## config.mk

```make
export PLATFORM = sky130hd
export DESIGN_NAME = layer_seq
export DESIGN_NICKNAME = d
export VERILOG_FILES = /design/src/rtl/layer_seq.sv
export SDC_FILE = /design/constraint.sdc
export NUM_CORES = 1
export LEC_CHECK = 0
export CAP_MARGIN = 20
export CORE_ASPECT_RATIO = 0.75
export CORE_MARGIN = 2
export CORE_UTILIZATION = 35
export DETAILED_ROUTE_END_ITERATION = 10
export PLACE_DENSITY = 0.63
export SLEW_MARGIN = 20
export SYNTH_ARGS = -nofsm -noshare
export SYNTH_HDL_FRONTEND = slang
export SYNTH_SLANG_ARGS = --single-unit
export TNS_END_PERCENT = 20
```

## constraint.sdc

```tcl
create_clock -name clk -period 2.1 [get_ports clk]
set_input_delay 0.42 -clock clk [delete_from_list [all_inputs] [get_ports clk]]
set_output_delay 0.42 -clock clk [all_outputs]
set_load 0.01 [all_outputs]
```

## src/rtl/layer_seq.sv

```systemverilog
// ---------------------------------------------------------------------------
// layer_seq : address/strobe sequencer for one fully connected MLP layer.
//
// For each of N_OUT neurons it issues N_IN (weight, input) SRAM read address
// pairs on consecutive cycles. It then drives the matching MAC valid/last
// strobes one cycle later, which accounts for the SRAM read latency. It then
// waits for the MAC/sigmoid path to acknowledge the neuron before moving on.
// A start command launches the layer, and a one-cycle done pulse ends it.
//
// Optional feature macro: LAYER_SEQ_PAUSE_EN adds a `pause` input that
// stretches RUN without changing the product sequence.
//
// Ports:
//   clk        in   clock, all logic on posedge
//   reset      in   synchronous, active-high
//   start      in   begin layer (sampled only in IDLE)
//   pause      in   (LAYER_SEQ_PAUSE_EN only) hold address issue during RUN
//   busy       out  high from the cycle after start is accepted until done
//   done       out  one-cycle pulse after the last neuron is acknowledged
//   w_addr     out  weight SRAM read address (neuron*N_IN + j)
//   x_addr     out  input SRAM read address (j)
//   mac_valid  out  SRAM data for the current product is valid
//   mac_last   out  marks product N_IN-1 of a neuron
//   mac_done   in   MAC/sigmoid acknowledge for the current neuron
//   neuron     out  index of the neuron being processed
// ---------------------------------------------------------------------------
module layer_seq #(
    parameter int unsigned N_IN    = 784,
    parameter int unsigned N_OUT   = 200,
    parameter int unsigned WADDR_W = 18,
    parameter int unsigned IADDR_W = 10,
    parameter int unsigned NIDX_W  = 8
) (
    input  logic               clk,
    input  logic               reset,
    input  logic               start,
`ifdef LAYER_SEQ_PAUSE_EN
    input  logic               pause,
`endif
    output logic               busy,
    output logic               done,
    output logic [WADDR_W-1:0] w_addr,
    output logic [IADDR_W-1:0] x_addr,
    output logic               mac_valid,
    output logic               mac_last,
    input  logic               mac_done,
    output logic [NIDX_W-1:0]  neuron
);

    typedef enum logic [2:0] {
        S_IDLE,
        S_RUN,
        S_DRAIN,
        S_WAIT,
        S_FIN
    } state_e;

    localparam logic [IADDR_W-1:0] X_LAST = IADDR_W'(N_IN - 1);
    localparam logic [NIDX_W-1:0]  N_LAST = NIDX_W'(N_OUT - 1);

    state_e               state_q, state_d;
    logic [WADDR_W-1:0]   w_addr_q, w_addr_d;
    logic [IADDR_W-1:0]   x_addr_q, x_addr_d;
    logic [NIDX_W-1:0]    neuron_q, neuron_d;
    logic                 mac_valid_q, mac_valid_d;
    logic                 mac_last_q, mac_last_d;

    logic                 stall;
    logic                 issue;

`ifdef LAYER_SEQ_PAUSE_EN
    assign stall = pause;
`else
    assign stall = 1'b0;
`endif

    // An address pair is presented to the SRAMs in every unstalled RUN cycle.
    // x_addr doubles as the product counter j.
    assign issue = (state_q == S_RUN) && !stall;

    // NOTE: every variable written here gets a default first, so no path
    // leaves a value unassigned and no latch can be inferred.
    always_comb begin
        state_d  = state_q;
        w_addr_d = w_addr_q;
        x_addr_d = x_addr_q;
        neuron_d = neuron_q;

        // The strobes are the issue flags delayed one register, which lines
        // them up with the data returned by the 1-cycle SRAM read.
        mac_valid_d = issue;
        mac_last_d  = issue && (x_addr_q == X_LAST);

        case (state_q)
            S_IDLE: begin
                if (start) begin
                    state_d  = S_RUN;
                    w_addr_d = '0;
                    x_addr_d = '0;
                    neuron_d = '0;
                end
            end
            S_RUN: begin
                if (issue) begin
                    if (x_addr_q == X_LAST) begin
                        // Keep the last address on the bus. The weight
                        // counter resumes from it for the next neuron.
                        state_d = S_DRAIN;
                    end else begin
                        x_addr_d = x_addr_q + IADDR_W'(1);
                        w_addr_d = w_addr_q + WADDR_W'(1);
                    end
                end
            end
            S_DRAIN: begin
                state_d = S_WAIT;
            end
            S_WAIT: begin
                if (mac_done) begin
                    if (neuron_q == N_LAST) begin
                        state_d = S_FIN;
                    end else begin
                        state_d  = S_RUN;
                        neuron_d = neuron_q + NIDX_W'(1);
                        x_addr_d = '0;
                        // Running counter replaces neuron*N_IN + j.
                        w_addr_d = w_addr_q + WADDR_W'(1);
                    end
                end
            end
            S_FIN: begin
                state_d = S_IDLE;
            end
            default: begin
                state_d = S_IDLE;
            end
        endcase
    end

    // NOTE: sequential state uses non-blocking assignments so every flop
    // samples the pre-edge value of the others, independent of block order.
    always_ff @(posedge clk) begin
        if (reset) begin
            state_q     <= S_IDLE;
            w_addr_q    <= '0;
            x_addr_q    <= '0;
            neuron_q    <= '0;
            mac_valid_q <= 1'b0;
            mac_last_q  <= 1'b0;
        end else begin
            state_q     <= state_d;
            w_addr_q    <= w_addr_d;
            x_addr_q    <= x_addr_d;
            neuron_q    <= neuron_d;
            mac_valid_q <= mac_valid_d;
            mac_last_q  <= mac_last_d;
        end
    end

    assign busy      = (state_q == S_RUN) || (state_q == S_DRAIN) || (state_q == S_WAIT);
    assign done      = (state_q == S_FIN);
    assign w_addr    = w_addr_q;
    assign x_addr    = x_addr_q;
    assign neuron    = neuron_q;
    assign mac_valid = mac_valid_q;
    assign mac_last  = mac_last_q;

endmodule

```

==> qor.txt <==
# rows: 24
core area: 0.00586 mm2
GRT overflow: 0
Logic pwr share: 0.173
Die Y: 71.6 um
reg2reg end: w_addr[17]
leakage power: 1.08 nW
worst-margin pin slew: 595 ps
Worst Setup SP: x_addr[0]
post-synth top area cell: dfxtp_1
Slew headroom: 0.600
Psw: 459 uW
Layout Area Growth over Synthesis: 37.2%
sequential fraction of the synthesis area: 0.385
Worst Path Required: 2280 ps
Ys Warns: 0
first-pass GRT wire length: 8.96 mm
detailed placement HPWL: 3.99 mm
CP Class: reg -> reg
Nets: 321
final worst path period share: 0.948
max_cap viols: 0
Worst path max stage delay: 510 ps
RSZ-0062 raised after global routing: false
share of post-route cells with drive strength above 1: 0.149
initial cell density of the core: 0.364
Worst Skew: 4.22 ps
Worst setup SP type: register
dpl cells: 384
Reg2Reg Setup Slack: 110 ps
Yosys top cell area share: 0.385
cells along the critical path: ha_2, nand4b_1, or4_4, o211a_4, and3_1, a211o_1
Synth Net Count: 256
cts hold-fix bufs: 0
slowest CP cell: or4_4
clock tree buffer depth: 2
routed wire length: 5.48 mm
Synth async-reset ratio: 0
outcome: complete, no violations
CTS root buffer: clkbuf_8
fin area: 0.00293 mm2
critical path depth: 6
clock group share of total power: 0.341
Post-synth EDFFs: 0
Ports: 44
All-Layer GR Usage: 0.168
overall power: 1.68 mW
Pwr Density: 573 mW/mm2
post-synthesis cell count: 249
antenna violations before repair: 0
Num CTS Buffers: 5
Top FF cell, synth: dfxtp_1
Area contributors post-synth: dfxtp_1, nor2_1, a21oi_1, and3_1, nor3_1
synth unique cells: 53
CP Capture Point: w_addr[17]
Remaining DRCs: 0
hold crit path type: reg -> reg
Pint: 1.22 mW
commonest non-fill, non-tap cell in the layout: clkdlybuf4s50_1
FF+latch count, synth: 41
synthesized area: 0.00213 mm2
PortBufs: 43
Via density: 5.25
Avg Cell Area, Syn: 8.57 um2
Die ar.: 0.00674 mm2
Routed Antenna Nets: 0
vias in the first global route: 1787
DR WL/cell: 14.0 um
final slew viol count: 0
Crit path max-delay family: simple AND/OR/NAND/NOR gates
Final min period: 1990 ps
largest net degree at the start of global routing: 25
worst r2r path cells: 6
Worst R2R Start: x_addr[0]
Max Fclk: 0.502 GHz
clk sinks: 41
post-layout instance count excluding filler cells: 393
number of DRC markers in iteration 0: 125
diode count: 0
total number of vias: 2065
Reg clk slew, reported paths: 80 ps
Bufs and invs on worst path: 0
worst-skew pair later-pin latency: 290 ps
die width: 94.2 um
Sw Ratio: 0.274
Final setup violation count: 0
CTS tree: done
Cell Area, Placed: 0.00280 mm2
most frequent cells in the layout: clkdlybuf4s50_1, dfxtp_1, nor2_1
maximum VDD drop: 0.000312 V
Final Hold Fails: 0
gpl congestion: 0.817
first-pass detailed-route iteration total: 4
power share of the sequential group: 0.486
Worst setup EP type: register
CP Max Fanout: 9
Worst EP arrival: 2170 ps
htree depth: 2
==> per-layer routing <==
metal	up-vias	GRT usage	share of wire
li1	1053	-	-
met1	956	0.264	0.54
met2	54	0.231	0.41
met3	2	0.0379	0.053
met4	0	0.0354	0.0038
met5	-	0	0
==> timing repair <==
| item | in CTS | in global routing |
|---|---|---|
| setup buffers | 0 | 1 |
| setup endpoints to repair | 0 | 11 |
| resized for setup | 0 | 6 |
==> flip-flops by register name, indices dropped and copies added (netlist names) <==
register   count
mac_last       1
w_addr        18
neuron         8
mac_valid      1
state_q        3
x_addr        10
==> layout make-up <==
type                            instances  area [um2]
Fill cell                             579        2930
Clock buffer                            7        96.3
Timing Repair Buffer                   70         646
Multi-Input combinational cell        195        1260
Tap cell                               78        97.6
Inverter                                1        3.75
Clock inverter                          1        5.00
Sequential cell                        41         822
==> cell usage after synthesis (all sizes together) (6+ instances only) <==
cell and number:
a21oi 16, a31oi 6, and3 12, buf 7, dfxtp 41, nand2 14
nand2b 8, nand4 10, nor2 28, nor3 15, o21ai 13
==> how the worst min path moves through the flow <==
| stage | start | cells after the start | slack, ps | endpoint |
|---|---|---|---|---|
| after floorplan | w_addr[9] | 1 | 490 | w_addr[9] |
| after global placement | w_addr[9] | 1 | 490 | w_addr[9] |
| after detailed placement | w_addr[9] | 1 | 480 | w_addr[9] |
| after CTS | w_addr[9] | 1 | 500 | w_addr[9] |
| after global routing | w_addr[9] | 1 | 520 | w_addr[9] |
| final | w_addr[9] | 1 | 510 | w_addr[9] |
==> kinds of logic after synthesis <==
family | after synthesis | synth area share
AO/OA/AOI/OAI | 65 | 0.213
XOR/XNOR | 10 | 0.0411
buffers and inverters | 13 | 0.0352
flip-flops | 41 | 0.385
adder cells (fa/ha/maj) | 3 | 0.0176
AND/OR/NAND/NOR | 117 | 0.308
==> through the flow <==
step | hold WS [ps] | utilization | setup TNS (ps) | setup WS, ps
floorplan | 488 | - | 0 | 105
global placement | 486 | 0.478 | -330 | -65.9
detailed placement | 482 | 0.478 | -465 | -81.3
CTS | 501 | 0.495 | 0 | 7.65
global route | 522 | 0.500 | 0 | 0.326
finish | 508 | 0.500 | 0 | 109
==> power by group through the flow <==
stage / clock network (mW) / logic (mW) / registers, mW
2_1_floorplan: 0 / 0.170 / 0.830
4_1_cts: 0.588 / 0.284 / 0.813
3_5_place_dp: 0 / 0.283 / 0.831
3_3_place_gp: 0 / 0.280 / 0.831
6_report: 0.572 / 0.290 / 0.814
5_1_grt: 0.620 / 0.320 / 0.818
Note: power is estimated with default switching activity, not from simulation.
